<file path="src/rtl/topk_batch_scheduler_if.sv">
// -----------------------------------------------------------------------------
// topk_batch_scheduler_if
// Bundles the three streams around the top-k batch scheduler:
//   upstream   : in_valid / in_ready / in_data / in_last
//   downstream : out_valid / out_ready / out_data / out_last
//   sorter     : srt_i_valid / srt_x (launch)  srt_y / srt_o_valid (result)
//   status     : busy, err_timeout
// slave modport is taken by the scheduler; master by whatever drives it.
// -----------------------------------------------------------------------------
interface topk_batch_scheduler_if #(
    parameter int DATA_WIDTH    = 32,
    parameter int LOG_INPUT_NUM = 4
);
    localparam int N = 1 << LOG_INPUT_NUM;

    logic                    in_valid;
    logic                    in_ready;
    logic [DATA_WIDTH-1:0]   in_data;
    logic                    in_last;
    logic                    out_valid;
    logic                    out_ready;
    logic [DATA_WIDTH-1:0]   out_data;
    logic                    out_last;
    logic                    srt_i_valid;
    logic [DATA_WIDTH*N-1:0] srt_x;
    logic [DATA_WIDTH*N-1:0] srt_y;
    logic                    srt_o_valid;
    logic                    busy;
    logic                    err_timeout;

    modport slave (
        input  in_valid, in_data, in_last, out_ready, srt_y, srt_o_valid,
        output in_ready, out_valid, out_data, out_last, srt_i_valid, srt_x,
               busy, err_timeout
    );

    modport master (
        output in_valid, in_data, in_last, out_ready, srt_y, srt_o_valid,
        input  in_ready, out_valid, out_data, out_last, srt_i_valid, srt_x,
               busy, err_timeout
    );
endinterface

</file>
<file path="src/rtl/topk_batch_scheduler.sv">
// -----------------------------------------------------------------------------
// topk_batch_scheduler
// Collects a serial element stream into batches of N = 2**LOG_INPUT_NUM slots
// (unused slots filled with PAD), launches an external descending sorter once
// per batch, waits for its result and streams out the top min(n, K) values.
// Ports:
//   clk  - rising-edge clock
//   rst  - synchronous active-high reset
//   bus  - topk_batch_scheduler_if.slave (input/output streams, sorter link,
//          busy and sticky err_timeout status)
// -----------------------------------------------------------------------------
module topk_batch_scheduler #(
    parameter int                    DATA_WIDTH    = 32,
    parameter int                    LOG_INPUT_NUM = 4,
    parameter int                    K             = 4,
    parameter logic [DATA_WIDTH-1:0] PAD           = 32'hFF800000,
    parameter int                    TIMEOUT       = 64
) (
    input logic                    clk,
    input logic                    rst,
    topk_batch_scheduler_if.slave  bus
);
    localparam int N  = 1 << LOG_INPUT_NUM;
    localparam int CW = LOG_INPUT_NUM + 1;
    localparam int TW = $clog2(TIMEOUT);

    typedef enum logic [1:0] {S_LOAD, S_ISSUE, S_WAIT, S_DRAIN} state_t;

    state_t                        r_state, w_next;
    logic [N-1:0][DATA_WIDTH-1:0]  r_slots;
    logic [N-1:0][DATA_WIDTH-1:0]  r_res;
    logic [CW-1:0]                 r_count;
    logic [CW-1:0]                 r_n;
    logic [LOG_INPUT_NUM-1:0]      r_beat;
    logic [TW-1:0]                 r_wait;
    logic                          r_prev_ov;
    logic                          r_err;

    logic          w_in_ready, w_out_valid, w_srt_i_valid;
    logic          w_in_fire, w_close, w_capture, w_timeout, w_last_beat, w_out_fire;
    logic [CW-1:0] w_m;

    assign w_in_fire   = (r_state == S_LOAD) && bus.in_valid;
    assign w_close     = w_in_fire && (bus.in_last || (r_count == CW'(N-1)));
    // Only a fresh rising edge counts, so a level left over from the previous
    // batch cannot be mistaken for this batch's result.
    assign w_capture   = (r_state == S_WAIT) && bus.srt_o_valid && !r_prev_ov;
    assign w_timeout   = (r_state == S_WAIT) && !w_capture && (r_wait == TW'(TIMEOUT-1));
    assign w_m         = (r_n < CW'(K)) ? r_n : CW'(K);
    assign w_last_beat = (r_state == S_DRAIN) && ({1'b0, r_beat} == (w_m - 1'b1));
    assign w_out_fire  = (r_state == S_DRAIN) && bus.out_ready;

    always_ff @(posedge clk) begin
        if (rst) r_state <= S_LOAD;
        else     r_state <= w_next;
    end

    always_comb begin
        w_next        = r_state;
        w_in_ready    = 1'b0;
        w_out_valid   = 1'b0;
        w_srt_i_valid = 1'b0;
        case (r_state)
            S_LOAD: begin
                w_in_ready = 1'b1;
                if (w_close) w_next = S_ISSUE;
            end
            S_ISSUE: begin
                w_srt_i_valid = 1'b1;
                w_next        = S_WAIT;
            end
            S_WAIT: begin
                if (w_capture)      w_next = S_DRAIN;
                else if (w_timeout) w_next = S_LOAD;
            end
            S_DRAIN: begin
                w_out_valid = 1'b1;
                if (w_out_fire && w_last_beat) w_next = S_LOAD;
            end
            default: w_next = S_LOAD;
        endcase
    end

    always_ff @(posedge clk) begin
        if (rst) begin
            r_slots   <= {N{PAD}};
            r_res     <= '0;
            r_count   <= '0;
            r_n       <= '0;
            r_beat    <= '0;
            r_wait    <= '0;
            r_prev_ov <= 1'b0;
            r_err     <= 1'b0;
        end else begin
            // Sampled in every state so the edge detector is primed on WAIT entry.
            r_prev_ov <= bus.srt_o_valid;
            case (r_state)
                S_LOAD: begin
                    if (w_in_fire) begin
                        r_slots[r_count[LOG_INPUT_NUM-1:0]] <= bus.in_data;
                        r_count <= r_count + 1'b1;
                        if (w_close) r_n <= r_count + 1'b1;
                    end
                end
                S_ISSUE: r_wait <= '0;
                S_WAIT: begin
                    r_wait <= r_wait + 1'b1;
                    if (w_capture) begin
                        r_res  <= bus.srt_y;
                        r_beat <= '0;
                    end else if (w_timeout) begin
                        r_err   <= 1'b1;
                        r_slots <= {N{PAD}};
                        r_count <= '0;
                    end
                end
                S_DRAIN: begin
                    if (w_out_fire) begin
                        if (w_last_beat) begin
                            r_slots <= {N{PAD}};
                            r_count <= '0;
                            r_beat  <= '0;
                        end else begin
                            r_beat <= r_beat + 1'b1;
                        end
                    end
                end
                default: ;
            endcase
        end
    end

    assign bus.in_ready    = w_in_ready;
    assign bus.out_valid   = w_out_valid;
    assign bus.out_data    = (r_state == S_DRAIN) ? r_res[r_beat] : '0;
    assign bus.out_last    = w_last_beat;
    assign bus.srt_i_valid = w_srt_i_valid;
    assign bus.srt_x       = r_slots;
    assign bus.busy        = !((r_state == S_LOAD) && (r_count == '0));
    assign bus.err_timeout = r_err;
endmodule

</file>
<file path="src/flat_wrapper.sv">
// flat-port wrapper written by rule: the top's interface ports become plain ports
module topk_batch_scheduler_flat 
#(
    parameter int                    DATA_WIDTH    = 32,
    parameter int                    LOG_INPUT_NUM = 4,
    parameter int                    K             = 4,
    parameter logic [DATA_WIDTH-1:0] PAD           = 32'hFF800000,
    parameter int                    TIMEOUT       = 64
)
  (clk, rst, bus_in_valid, bus_in_data, bus_in_last, bus_out_ready, bus_srt_y, bus_srt_o_valid, bus_in_ready, bus_out_valid, bus_out_data, bus_out_last, bus_srt_i_valid, bus_srt_x, bus_busy, bus_err_timeout);
  topk_batch_scheduler_if #(.DATA_WIDTH(DATA_WIDTH), .LOG_INPUT_NUM(LOG_INPUT_NUM)) bus_i ();
  input logic clk;
  input logic rst;
  input wire logic [$bits(bus_i.in_valid)-1:0] bus_in_valid;
  input wire logic [$bits(bus_i.in_data)-1:0] bus_in_data;
  input wire logic [$bits(bus_i.in_last)-1:0] bus_in_last;
  input wire logic [$bits(bus_i.out_ready)-1:0] bus_out_ready;
  input wire logic [$bits(bus_i.srt_y)-1:0] bus_srt_y;
  input wire logic [$bits(bus_i.srt_o_valid)-1:0] bus_srt_o_valid;
  output wire logic [$bits(bus_i.in_ready)-1:0] bus_in_ready;
  output wire logic [$bits(bus_i.out_valid)-1:0] bus_out_valid;
  output wire logic [$bits(bus_i.out_data)-1:0] bus_out_data;
  output wire logic [$bits(bus_i.out_last)-1:0] bus_out_last;
  output wire logic [$bits(bus_i.srt_i_valid)-1:0] bus_srt_i_valid;
  output wire logic [$bits(bus_i.srt_x)-1:0] bus_srt_x;
  output wire logic [$bits(bus_i.busy)-1:0] bus_busy;
  output wire logic [$bits(bus_i.err_timeout)-1:0] bus_err_timeout;
  assign bus_i.in_valid = bus_in_valid;
  assign bus_i.in_data = bus_in_data;
  assign bus_i.in_last = bus_in_last;
  assign bus_i.out_ready = bus_out_ready;
  assign bus_i.srt_y = bus_srt_y;
  assign bus_i.srt_o_valid = bus_srt_o_valid;
  assign bus_in_ready = bus_i.in_ready;
  assign bus_out_valid = bus_i.out_valid;
  assign bus_out_data = bus_i.out_data;
  assign bus_out_last = bus_i.out_last;
  assign bus_srt_i_valid = bus_i.srt_i_valid;
  assign bus_srt_x = bus_i.srt_x;
  assign bus_busy = bus_i.busy;
  assign bus_err_timeout = bus_i.err_timeout;
  topk_batch_scheduler #(.DATA_WIDTH(DATA_WIDTH), .LOG_INPUT_NUM(LOG_INPUT_NUM), .K(K), .PAD(PAD), .TIMEOUT(TIMEOUT)) u_core (.clk(clk), .rst(rst), .bus(bus_i));
endmodule
</file>
<file path="config.mk">
export PLATFORM = sky130hd
export DESIGN_NAME = topk_batch_scheduler_flat
export DESIGN_NICKNAME = d
export VERILOG_FILES = /design/src/rtl/topk_batch_scheduler_if.sv /design/src/rtl/topk_batch_scheduler.sv /design/src/flat_wrapper.sv
export SDC_FILE = /design/constraint.sdc
export NUM_CORES = 2
export LEC_CHECK = 0
export CORE_AREA = 4 4 421 423
export DETAILED_ROUTE_END_ITERATION = 10
export DIE_AREA = 0 0 425 427
export HOLD_SLACK_MARGIN = 0.12
export PLACE_DENSITY = 0.5
export SYNTH_ARGS = -nofsm -noshare
export SYNTH_HDL_FRONTEND = slang
export SYNTH_SLANG_ARGS = --single-unit
</file>
<file path="constraint.sdc">
create_clock -name clk -period 3.11 [get_ports clk]
set_input_delay 0.4665 -clock clk [delete_from_list [all_inputs] [get_ports clk]]
set_output_delay 0.4665 -clock clk [all_outputs]
set_load 0.02 [all_outputs]
</file>
==> results.txt <==
- Global routing used 23.1% of the available tracks across all layers.
* Cell count after synthesis: 4865
- Share of post-route cells with drive strength above 1: 11.1%
* Number of cells on the worst hold path: 3
- Number of distinct standard cells referenced by the synthesized netlist: 43
* Vias in the first global route: 39000
- On the final layout, the worst hold slack is 0.242 ns.
- Final setup viols: 32
- After layout, the worst setup slack is -0.322 ns.
- Placer congestion estimate: 0.923
- Final clock period utilization by the worst path: 110%
* Die area: 181000 um^2
- Relative to the synthesized area, the layout overhead comes to 45.1%.
- Setup repair after global routing missed its margin: true
* Worst reg2reg setup slack: 0.17 ns
* Starting density of the core: between 20% and 30%
* Final-report max-slew violation count: 0
* Most frequent cells after synthesis: sky130_fd_sc_hd__nand2_1, sky130_fd_sc_hd__dfxtp_1, sky130_fd_sc_hd__a21oi_1, sky130_fd_sc_hd__clkbuf_1, sky130_fd_sc_hd__o21ai_0
- Post-detailed-route count of antenna-violating nets: 0
- Proportion of netlist area held by the largest area contributor: 50.4%
- The critical path in this run is classified as flop to output pin.
- Number of buffers on the longest clock path: 3
- Synth Area per Inst: 8.56 um^2
- Outcome: finished, violations left
- The first detailed-routing pass took 6 iterations.
- Clock period minus final worst setup slack: about 3.4 ns
- Cell count of the worst reg-to-reg path: 13
- Count of synthesis-stage warnings from yosys: 0
- The first global-routing pass estimated 302000 um of wire.
* Dominant synthesized flop cell: sky130_fd_sc_hd__dfxtp_1
- In the routed layout, each cell is associated on average with a via count of 4.80.
- The worst pin sits at a relative slew slack of 20.6%.
- Static timing analysis puts the maximum clock frequency at 291 MHz.
- Critical path fanouts, max: 6
- In the routed design, unresolved DRC markers number 0.
- Static leakage power: roughly 20 nW
- Total clock buffers created by CTS: 120
- After synthesis the cells add up to 41600 um^2.
- At the end of the flow, the number of nets in the layout was 6379.
- The total overflow left after global routing is 0.
- Synth Net Count: 5427
* Area after detailed placement: 55400 um^2
- Detailed placement ended at an HPWL of between 150000 and 200000 um.
- sky130_fd_sc_hd__nand2_1 is the most common cell in the netlist.
- The biggest area contributor in the post-synthesis netlist is sky130_fd_sc_hd__dfxtp_1.
* Sequential element share of the synthesized area: between 50% and 60%
- Dividing total power by cell area gives a power density of roughly 640 nW/um^2.
* Setup crit end kind: output pin
- The clock tree synthesis step divided the H-tree into 3 levels.
- After clock tree synthesis, the clock-pin slew on the worst setup and hold paths is ~0.06 ns.
- Pin count of the biggest net entering global routing: 229
- Peak supply drop: 544 uV
* Initial antenna violation count: 37
* Ranking of synthesized cells by area: sky130_fd_sc_hd__dfxtp_1, sky130_fd_sc_hd__nand2_1, sky130_fd_sc_hd__a21oi_1
- Placeable core area: 173000 um^2
- Max-cap violations in this run came to 0.
- Clock tree from TritonCTS: built
- Violation count after the first detailed-routing iteration: 3638
* Final Routed Wirelength: 221000 um
- After synthesis the netlist holds a flip-flop and latch count of 1048.
* Root Buffer Master: sky130_fd_sc_hd__clkbuf_16
- From left edge to right edge, the die measures around 430 um.
- For the worst setup path, the data required time is 2.64 ns.
- Of all flip-flops after synthesis, the portion carrying an async set or reset was 0%.
- During placement, the flow inserted port buffers numbering 1099.
- Class of the most critical hold timing path: input pin to flop
- After routing the design area is between 60000 and 70000 um^2.
- The number of hold violations in the final report was 0.
* Overall via count from detail_route: approximately 40000
- The initialized floorplan defines 153 standard-cell rows.
* CTS Sinks: 1048
- In this run, synthesis inferred 0 flip-flops with an integrated enable.
* Mean routed wirelength per cell: 26.8 um
* Clk Latency, worst-skew pair: between 0.7 and 0.8 ns
* Transition time at the pin with the least slew margin: 1.19 ns
- Y dimension of the die: about 430 um
- Worst slack at placement: -0.0168 ns
- Clock tree skew after final layout: about 0.066 ns
- The worst setup path is launched from a flop.
- Pin placement for this block handled 1100 I/O pins.
- Violated checks: setup timing
* WP data arrival: between 2 and 3 ns
## what timing repair did
| item | 4_1_cts | 5_1_grt |
|---|---|---|
| setup endpoints to repair | 33 | 268 |
| hold buffers | 1 | 0 |
| cloned | 10 | 2 |
| hold endpoints to repair | 22 | 0 |
| gates resized for setup | 235 | 42 |
| setup buffers | 22 | 10 |
| pin swaps | 5 | 16 |
## flip-flops by register name, summed over array words and instances, names as in the netlist
signal	count
u_core.bus.err_timeout	1
u_core.bus.srt_x	512
u_core.r_beat	4
u_core.r_count	5
u_core.r_n	5
u_core.r_prev_ov	1
u_core.r_res	512
u_core.r_state	2
u_core.r_wait	6
## report_power, final
part           switching, mW  leakage (nW)  total (mW)  internal, mW
clock network           6.22          2.02        15.0          8.74
registers              0.544          8.46        14.7          14.2
logic                   5.69          9.23        9.26          3.56
## layout make-up
class	count	area, um^2
Inverter	11	41.3
Multi-Input combinational cell	3345	19000
Clock inverter	51	691
Tap cell	2325	2910
Timing Repair Buffer	1291	13300
Fill cell	17900	113000
Antenna cell	14	35.0
Sequential cell	1048	21000
Clock buffer	176	3460
## worst max-delay path: stages (launching register included)
cell	delay [ns]
sky130_fd_sc_hd__dfxtp_4	0.42
sky130_fd_sc_hd__buf_12	0.13
sky130_fd_sc_hd__buf_8	0.11
sky130_fd_sc_hd__buf_16	0.13
sky130_fd_sc_hd__buf_4	0.12
sky130_fd_sc_hd__mux4_2	0.52
sky130_fd_sc_hd__mux4_2	0.48
sky130_fd_sc_hd__and2_4	0.18
sky130_fd_sc_hd__buf_4	0.15
## kinds of logic (layout without fill, tap and decap cells)
kind of cell,Yosys count,count (layout),share of synthesized area (%)
AO/OA/AOI/OAI,1296,1296,15.7
XOR/XNOR,11,11,0.231
adder cells (fa/ha/maj),12,12,0.361
buffers and inverters,472,1529,4.39
flip-flops,1048,1048,50.4
multiplexers,309,309,12.2
other,0,14,0
AND/OR/NAND/NOR,1717,1717,16.7
## metal layers
metal	global-route usage [%]	vias up	wire (um)
li1	-	18300	-
met1	25.5	19400	80400
met2	40.8	1585	111000
met3	5.44	388	15700
met4	13.1	2	13900
met5	0	-	13
## path summary, 6_finish.rpt
path                                   startpoint                 to
worst max-delay path             u_core.r_beat[0]   bus_out_data[17]
worst min-delay path               bus_srt_y[246]  u_core.r_res[246]
worst max register to register      u_core.r_n[4]  u_core.r_state[1]
worst min register to register  u_core.r_res[335]  u_core.r_res[335]
## cell usage in the layout, fill, tap and decap left out, types with 31 or more instances in the layout
| master | synthesis | layout |
|---|---|---|
| sky130_fd_sc_hd__buf_12 | 0 | 45 |
| sky130_fd_sc_hd__clkdlybuf4s50_1 | 0 | 1065 |
| sky130_fd_sc_hd__clkbuf_16 | 0 | 122 |
| sky130_fd_sc_hd__clkbuf_1 | 416 | 31 |
| sky130_fd_sc_hd__dfxtp_1 | 1048 | 1042 |
| sky130_fd_sc_hd__o21ai_0 | 309 | 287 |
| sky130_fd_sc_hd__nand2_1 | 1412 | 1412 |
| sky130_fd_sc_hd__nor2_1 | 188 | 182 |
| sky130_fd_sc_hd__a21oi_1 | 900 | 897 |
| sky130_fd_sc_hd__buf_4 | 2 | 127 |
| sky130_fd_sc_hd__mux4_2 | 160 | 160 |
| sky130_fd_sc_hd__mux2i_1 | 149 | 149 |
| sky130_fd_sc_hd__and2_4 | 0 | 33 |
| sky130_fd_sc_hd__o21ai_1 | 72 | 94 |
## metrics by stage
stage               util, %  power (mW)  TNS [ns]  instances
global route           34.8        40.4    -11.30       8260
CTS                    34.7        39.2    -11.28       8238
global placement       32.0        23.7         0       7979
floorplan                 -        19.1         0       4865
detailed placement     32.0        23.7   -0.0168       7979
finish                 34.8        38.9     -7.87       8261
(Power assumes the default switching activity.)
